### config.mk
export PLATFORM = sky130hd
export DESIGN_NAME = ctrl_data_setup
export DESIGN_NICKNAME = d
export VERILOG_FILES = /design/src/rtl/ctrl_data_setup.sv
export SDC_FILE = /design/constraint.sdc
export NUM_CORES = 1
export LEC_CHECK = 0
export ABC_AREA = 1
export CORE_ASPECT_RATIO = 0.6
export CORE_UTILIZATION = 43
export CTS_BUF_LIST = sky130_fd_sc_hd__clkbuf_16
export DETAILED_ROUTE_END_ITERATION = 16
export PLACE_DENSITY = 0.72
export SETUP_SLACK_MARGIN = 0.05
export SYNTH_ARGS = -nofsm -noshare
export SYNTH_HDL_FRONTEND = slang
export SYNTH_SLANG_ARGS = --single-unit
### constraint.sdc
create_clock -name clk -period 2.4 [get_ports clk]
set_input_delay 0.24 -clock clk [delete_from_list [all_inputs] [get_ports clk]]
set_output_delay 0.24 -clock clk [all_outputs]
set_load 0.05 [all_outputs]
### src/rtl/ctrl_data_setup.sv
// ctrl_data_setup: reads a burst of row vectors from the Unified Buffer and
// skews them into the diagonal wavefront fed to the systolic array west edge.
// Lane i is delayed i cycles behind lane 0. Lanes outside the wavefront read 0.

// Per-lane delay: DEPTH register stages for data and valid; output masked to 0
// whenever the lane's valid flag is low.
module ctrl_data_setup_lane #(
  parameter int DATA_BW = 8,
  parameter int DEPTH   = 0
) (
  input  logic               clk,
  input  logic               rstn,
  input  logic [DATA_BW-1:0] din,
  input  logic               vin,
  output logic [DATA_BW-1:0] dout,
  output logic               vout
);
  logic [DATA_BW-1:0] d_tail;
  logic               v_tail;

  generate
    if (DEPTH == 0) begin : g_pass
      assign d_tail = din;
      assign v_tail = vin;
    end else begin : g_dly
      logic [DEPTH-1:0][DATA_BW-1:0] dat_pipe;
      logic [DEPTH-1:0]              vld_pipe;

      // Shift data and valid together so they stay aligned
      always_ff @(posedge clk or negedge rstn) begin
        if (!rstn) begin
          dat_pipe <= '0;
          vld_pipe <= '0;
        end else begin
          for (int j = DEPTH - 1; j > 0; j--) begin
            dat_pipe[j] <= dat_pipe[j-1];
            vld_pipe[j] <= vld_pipe[j-1];
          end
          dat_pipe[0] <= din;
          vld_pipe[0] <= vin;
        end
      end

      assign d_tail = dat_pipe[DEPTH-1];
      assign v_tail = vld_pipe[DEPTH-1];
    end
  endgenerate

  assign vout = v_tail;
  assign dout = v_tail ? d_tail : '0;
endmodule

module ctrl_data_setup #(
  parameter int DATA_BW     = 8,
  parameter int MATRIX_SIZE = 8,
  parameter int ADDRESSSIZE = 8
) (
  input  logic                           clk,
  input  logic                           rstn,
  input  logic                           start,
  input  logic [ADDRESSSIZE-1:0]         base_addr,
  input  logic [ADDRESSSIZE-1:0]         num_rows,
  output logic                           ub_read_en,
  output logic [ADDRESSSIZE-1:0]         ub_addr,
  input  logic [DATA_BW*MATRIX_SIZE-1:0] ub_data,
  output logic [DATA_BW*MATRIX_SIZE-1:0] data_out,
  output logic [MATRIX_SIZE-1:0]         data_valid,
  output logic                           busy,
  output logic                           done
);
  typedef enum logic [1:0] {IDLE, READ, DRAIN, DONE} state_t;

  // Drain must cover the UB latency, the capture stage and the longest lane
  localparam int DCW = $clog2(MATRIX_SIZE + 1);

  state_t                 state;
  logic [ADDRESSSIZE-1:0] n_lat;
  logic [ADDRESSSIZE-1:0] rcnt;
  logic [DCW-1:0]         dcnt;

  logic                                      rd_pend;
  logic [MATRIX_SIZE-1:0][DATA_BW-1:0]       stage_data;
  logic                                      stage_vld;
  logic [MATRIX_SIZE-1:0][DATA_BW-1:0]       lane_out;

  // Burst sequencer: issue N reads, wait for the wavefront to exit, pulse done
  always_ff @(posedge clk or negedge rstn) begin
    if (!rstn) begin
      state      <= IDLE;
      n_lat      <= '0;
      rcnt       <= '0;
      dcnt       <= '0;
      ub_read_en <= 1'b0;
      ub_addr    <= '0;
      busy       <= 1'b0;
      done       <= 1'b0;
    end else begin
      done <= 1'b0;
      case (state)
        IDLE: begin
          if (start) begin
            if (num_rows != '0) begin
              n_lat      <= num_rows;
              rcnt       <= '0;
              ub_addr    <= base_addr;
              ub_read_en <= 1'b1;
              busy       <= 1'b1;
              state      <= READ;
            end else begin
              done  <= 1'b1;
              state <= DONE;
            end
          end
        end
        READ: begin
          if (rcnt == n_lat - ADDRESSSIZE'(1)) begin
            ub_read_en <= 1'b0;
            dcnt       <= '0;
            state      <= DRAIN;
          end else begin
            rcnt    <= rcnt + ADDRESSSIZE'(1);
            ub_addr <= ub_addr + ADDRESSSIZE'(1);
          end
        end
        DRAIN: begin
          if (dcnt == DCW'(MATRIX_SIZE)) begin
            busy  <= 1'b0;
            done  <= 1'b1;
            state <= DONE;
          end else begin
            dcnt <= dcnt + DCW'(1);
          end
        end
        DONE: begin
          state <= IDLE;
        end
        default: state <= IDLE;
      endcase
    end
  end

  // Track UB read latency and capture returned rows into the common stage
  always_ff @(posedge clk or negedge rstn) begin
    if (!rstn) begin
      rd_pend    <= 1'b0;
      stage_vld  <= 1'b0;
      stage_data <= '0;
    end else begin
      rd_pend   <= ub_read_en;
      stage_vld <= rd_pend;
      if (rd_pend) stage_data <= ub_data;
    end
  end

  genvar g;
  generate
    for (g = 0; g < MATRIX_SIZE; g++) begin : g_lane
      ctrl_data_setup_lane #(
        .DATA_BW (DATA_BW),
        .DEPTH   (g)
      ) u_lane (
        .clk  (clk),
        .rstn (rstn),
        .din  (stage_data[g]),
        .vin  (stage_vld),
        .dout (lane_out[g]),
        .vout (data_valid[g])
      );
    end
  endgenerate

  assign data_out = lane_out;
endmodule

==> results of run 1 <==
[cells in the mapped netlist (all sizes together) (8+ instances only)]
library cell,instances
buf,18
clkbuf,14
dfrtp,330
ha,8
inv,100
mux2,64
nand2,159
nand3,33
nand4,19
nor2,30
o21ai,19
xor2,10
[through the flow]
step	worst slack, ns	instances
floorplan	0.678	823
global placement	0.501	1290
detailed placement	0.399	1290
CTS	0.0501	1340
global route	0.0550	1340
finish	0.144	1340
[state kept, by name, summed over array words and instances, names as in the netlist]
name,cells
busy,1
g_lane.u_lane.g_dly.dat_pipe,168
rcnt,8
ub_read_en,1
stage_data,64
dcnt,4
done,1
ub_addr,8
g_lane.u_lane.g_dly.vld_pipe,7
n_lat,8
rd_pend,1
stage_vld,1
state,2
g_lane.u_lane.d_tail,56
[per-layer routing]
metal  GRT usage [%]  routed length (um)  vias up
li1                -                   -     2918
met1            23.1                9600     3010
met2            22.3                8440      156
met3            3.74                1080       26
met4            3.44                 294        0
met5               0                   0        -
[final timing paths]
check                                                       to                           startpoint  slack (ns)
min in group clk                                      n_lat[3]                          num_rows[3]        0.29
setup / recovery                                 data_valid[4]   g_lane[7].u_lane.g_dly.vld_pipe[3]        0.14
setup reg to reg                                       rcnt[4]                             n_lat[0]        0.37
hold reg to reg            g_lane[6].u_lane.g_dly.dat_pipe[31]  g_lane[6].u_lane.g_dly.dat_pipe[23]        0.34
hold / removal             g_lane[7].u_lane.g_dly.dat_pipe[45]                                 rstn        0.23
max in group asynchronous                              rd_pend                                 rstn        1.29
[kinds of logic after synthesis]
group	share of synthesized area, %
flip-flops	75.2
AO/OA/AOI/OAI	1.20
AND/OR/NAND/NOR	9.95
adder cells (fa/ha/maj)	0.912
multiplexers	6.56
XOR/XNOR	1.20
buffers and inverters	4.96
[power breakdown]
part	total (W)	switching [W]	internal, W	leakage, nW
clock	0.00413	0.00195	0.00219	0.425
combinational	0.00462	0.00305	0.00157	2.63
sequential	0.00733	0.000697	0.00663	3.86
[final cells by class]
| cell class | instances | area share [%] |
|---|---|---|
| Tap cell | 322 | 2.90 |
| Timing Repair Buffer | 178 | 13.3 |
| Clock buffer | 27 | 4.86 |
| Clock inverter | 22 | 1.14 |
| Sequential cell | 330 | 59.4 |
| Inverter | 100 | 2.70 |
| Multi-Input combinational cell | 361 | 15.7 |
[timing repair]
item / 4_1_cts / 5_1_grt
hold buffers: 1 / 0
setup endpoints to repair: 27 / 30
hold endpoints to repair: 55 / 0
gates resized for setup: 27 / 30
==> reports/metrics.cfg, run 1 <==
[status]
status=finished, final reports clean

[logic_synthesis]
synth.yosys.seq_area_share_pct=75.2
syn-cell-area_um2=11000
area_share_of_the_largest_cell_type_after_synthesis_pct=75.2
mappedNetlistNets=914
dominantRegCellSynth=sky130_fd_sc_hd__dfrtp_1
post-synth-top-area-cell=sky130_fd_sc_hd__dfrtp_1
ys_seq_elements=330
synthDistinctLibCells=29
synth-warning-count=0
synthArstFlopShare_pct=100
synthesis.area_per_instance_um2=13.3
synth_enable_flop_cells=0
synthesis.instances=823
synth.area.top_cells=sky130_fd_sc_hd__dfrtp_1 75%, sky130_fd_sc_hd__mux2_2 6.6%, sky130_fd_sc_hd__nand2_1 5.3%

[clocking]
cts_tree=done
htree_levels=1
clk_path_buf_depth=3
cts_made_buffers=27
cts_root_buffer=sky130_fd_sc_hd__clkbuf_16
clk-insertion-delay-late_ns=0.54
post-cts-setup-buffers=0
clock-sinks=330
clock_pin_slew_of_the_registers_on_the_worst_case_setup_and_hold_paths_ns=0.07

[worst_setup_path]
critPathMaxStageDelay_ns=0.88
critical_path_cell_count=1
critical_path_required_ns=2.16
path_class=reg2out
timing.critical_path.arrival_ns=2.02
cp_cell_sequence=clkdlybuf4s50_1
setup.worst_path.start_class=flop
worst_path_max_delay_cell=sky130_fd_sc_hd__clkdlybuf4s50_1
endpoint_kind=primary output
critPathMaxFanout=10
worst_path_dominant_cell_family=buffers and inverters
worstRegToRegCells=11
crit_buf_inv=1

[cells_and_area]
mostFrequentLayoutCell=sky130_fd_sc_hd__dfrtp_1
final_cell_area_um2=13900
syn_to_final_growth_pct=26.6
most-common-layout-cells=329 x sky130_fd_sc_hd__dfrtp_1, 155 x sky130_fd_sc_hd__nand2_1, 107 x sky130_fd_sc_hd__clkdlybuf4s50_1
fraction_of_layout_instances_using_a_drive_strength_above_1_pct=13.4
area_of_the_multi_input_gates_um2=2180
ff_latch_area_um2=8260
post_layout_net_count=1089
number_of_antenna_cells_inserted=0
finalCoreUtilization_pct=56.5
layout.filler_cells=1965

[power_and_ir_drop]
power_density_nw_per_um2=1160
power.static_leakage_nw=6.91
ir_worst_vdd_mv=0.739
finalPower_w=0.0161

[placed_design]
routabilityCongestion=0.792
post_dp_hpwl_um=12700
place_area_um2=13000
io_buffers=165

[min_path]
timing.hold.worst.class=in2async

[floorplanning]
boundaryPins=166
floorplan.rows=44
initial_utilization_pct=44.6
fp.dieH_um=126
die_area_um2=26200
die_w_um=208
core_um2=24600

[sta]
fin_worst_skew_ns=0.00808
timing.final.setup_violations=0
rsz0062_at_grt=no
setup-tns-final_ns=0
final_period_minus_worst_setup_slack_ns=2.26
timing.slew.headroom_pct=59.9
final_min_period_over_clock_period_pct=94.0
final-max-slew-violation-count=0
fin_worst_hold_slack_ns=0.228
worstMarginPinSlew_ns=0.595
timing.final.hold_violations=0
max_freq_mhz=443

[route]
final_antenna_net_count=0
via_per_inst=4.56
routed-via-count=6110
finalWirelength_um=19400
dr.first_iter.drc_count=359
drc_errors_left=0
routed_wire_per_std_cell_um=14.5
firstDrtPassIters=4

[global_routing]
grt_use_total_pct=15.3
global_route_wire_length_before_repair_um=31800
antenna_found_initial=0
grt_pass1_vias=6043
grt-ovfl-total=0
maximum_number_of_pins_on_one_net_before_global_route_repair=93

[job]
cap_viol_max_count=0

Power figures use the tool's default switching activity.
==> run 2, diff against run 1 <==
- CORE_MARGIN: not set -> 5
==> run 2 against run 1 <==
Compared with the run above: first-iteration DRC count up 23%; final cell count up 1.1%; worst setup slack worse by 0.0027 ns; global-route usage down 1.1 points; clock skew about the same; maximum frequency down 0.12%; hold slack better by 0.039 ns; wire length up 3.4%.
==> reports/metrics.cfg, run 2 (synthesis gave the netlist of run 1 again) <==
[global_routing]
maximum_number_of_pins_on_one_net_before_global_route_repair=81
antenna_found_initial=0
grt_use_total_pct=14.1
grt-ovfl-total=0
grt_pass1_vias=6327
global_route_wire_length_before_repair_um=33400

[sta]
setup-tns-final_ns=0
timing.final.setup_violations=0
rsz0062_at_grt=no
worstMarginPinSlew_ns=0.592
timing.final.hold_violations=0
max_freq_mhz=443
final_period_minus_worst_setup_slack_ns=2.26
final_min_period_over_clock_period_pct=94.1
fin_worst_skew_ns=0.00840
fin_worst_hold_slack_ns=0.267
final-max-slew-violation-count=0
timing.slew.headroom_pct=60.5

[route]
finalWirelength_um=20100
via_per_inst=4.56
firstDrtPassIters=4
dr.first_iter.drc_count=440
final_antenna_net_count=0
routed-via-count=6174
drc_errors_left=0
routed_wire_per_std_cell_um=14.8

[placed_design]
post_dp_hpwl_um=13400
placed_cells_incl_taps=1300
routabilityCongestion=0.775
io_buffers=165
place_area_um2=13000

[power_and_ir_drop]
power.static_leakage_nw=7.03
power.internal_w=0.0111
combinational_power_share_pct=27.9
switching_share_pct=34.2
clock_power_share_pct=29.0
switching_power_w=0.00577
finalPower_w=0.0169
pwr-share-seq_pct=43.2
ir_worst_vdd_mv=0.577
power_density_nw_per_um2=1190

[cells_and_area]
ff_latch_area_um2=8260
mostFrequentLayoutCell=sky130_fd_sc_hd__dfrtp_1
post_layout_net_count=1094
final-instance-count-excl-fill=1355
syn_to_final_growth_pct=28.7
number_of_antenna_cells_inserted=0
layout.filler_cells=2050
fraction_of_layout_instances_using_a_drive_strength_above_1_pct=13.7
final_cell_area_um2=14100
area_of_the_multi_input_gates_um2=2180
largest_register_ffs=168
most-common-layout-cells=328 x sky130_fd_sc_hd__dfrtp_1, 155 x sky130_fd_sc_hd__nand2_1, 108 x sky130_fd_sc_hd__clkdlybuf4s50_1
max_flop_register=g_lane.u_lane.g_dly.dat_pipe

[floorplanning]
die_area_um2=28900
fp.dieH_um=134
initial_utilization_pct=43.5
core_um2=25200
die_w_um=216
floorplan.rows=45
boundaryPins=166

[worst_setup_path]
critPathMaxFanout=10
timing.critical_path.arrival_ns=2.02
critical_path_required_ns=2.16
endpoint_kind=primary output
setup.worst_path.start_class=flop
path_class=reg2out

[clocking]
clk-insertion-delay-late_ns=0.55
clock-sinks=330
clk_path_buf_depth=3
cts_made_buffers=29
clock_pin_slew_of_the_registers_on_the_worst_case_setup_and_hold_paths_ns=0.06
cts_tree=done
cts_root_buffer=sky130_fd_sc_hd__clkbuf_16
post-cts-setup-buffers=0
htree_levels=1

[min_path]
timing.hold.worst.class=in2async

[job]
cap_viol_max_count=0

[status]
status=finished, final reports clean

==> run 2: routing by layer <==
layer / share of wire (%) / track usage (%)
met5: 0 / 0
met4: 1.3 / 2.51
met3: 4.7 / 3.54
met2: 46 / 21.5
met1: 48 / 21.2
==> run 2: critical path, cell delays in order (launching register included) <==
cell                              delay, ns
sky130_fd_sc_hd__dfrtp_2               0.52
sky130_fd_sc_hd__nand2_1               0.10
sky130_fd_sc_hd__inv_1                 0.06
sky130_fd_sc_hd__clkdlybuf4s50_1       0.79
==> run 2: through the flow <==
stage | utilization [%] | setup slack [ns]
3_3_place_gp | 51.7 | 0.475
4_1_cts | 55.7 | 0.0521
2_1_floorplan | - | 0.678
3_5_place_dp | 51.7 | 0.347
6_report | 56.0 | 0.141
5_1_grt | 56.0 | 0.0500
==> run 2: final cells by class <==
class | count | share of cell area (%)
Clock buffer | 29 | 5.14
Multi-Input combinational cell | 361 | 15.4
Clock inverter | 25 | 2.13
Tap cell | 329 | 2.91
Inverter | 100 | 2.66
Timing Repair Buffer | 181 | 13.3
Sequential cell | 330 | 58.5
==> run 2: power by group through the flow <==
stage,logic (W),clock network [W],registers (W)
3_5_place_dp,0.00484,0,0.00739
2_1_floorplan,0.00315,0,0.00738
3_3_place_gp,0.00474,0,0.00734
4_1_cts,0.00478,0.00508,0.00730
5_1_grt,0.00509,0.00529,0.00744
6_report,0.00470,0.00489,0.00728
==> run 2: path summary, 6_finish.rpt <==
kind                                                            end  slack [ns]                                 from  depth (start not counted)
worst max-delay path                                   data_out[47]        0.14   g_lane[7].u_lane.g_dly.vld_pipe[4]                          3
worst min register to register  g_lane[5].u_lane.g_dly.dat_pipe[18]        0.34  g_lane[5].u_lane.g_dly.dat_pipe[10]                          0
worst max register to register                              rcnt[0]        0.39                             n_lat[0]                         11
min in group clk                                           n_lat[2]        0.27                          num_rows[2]                          3
max in group asynchronous                g_lane[2].u_lane.d_tail[7]        1.29                                 rstn                          3
worst min-delay path            g_lane[7].u_lane.g_dly.dat_pipe[36]        0.27                                 rstn                          2
==> run 2: what timing repair did <==
action	CTS	global route
setup endpoints to repair	28	34
resized for setup	23	34
hold buffers	1	0
hold endpoints to repair	71	0
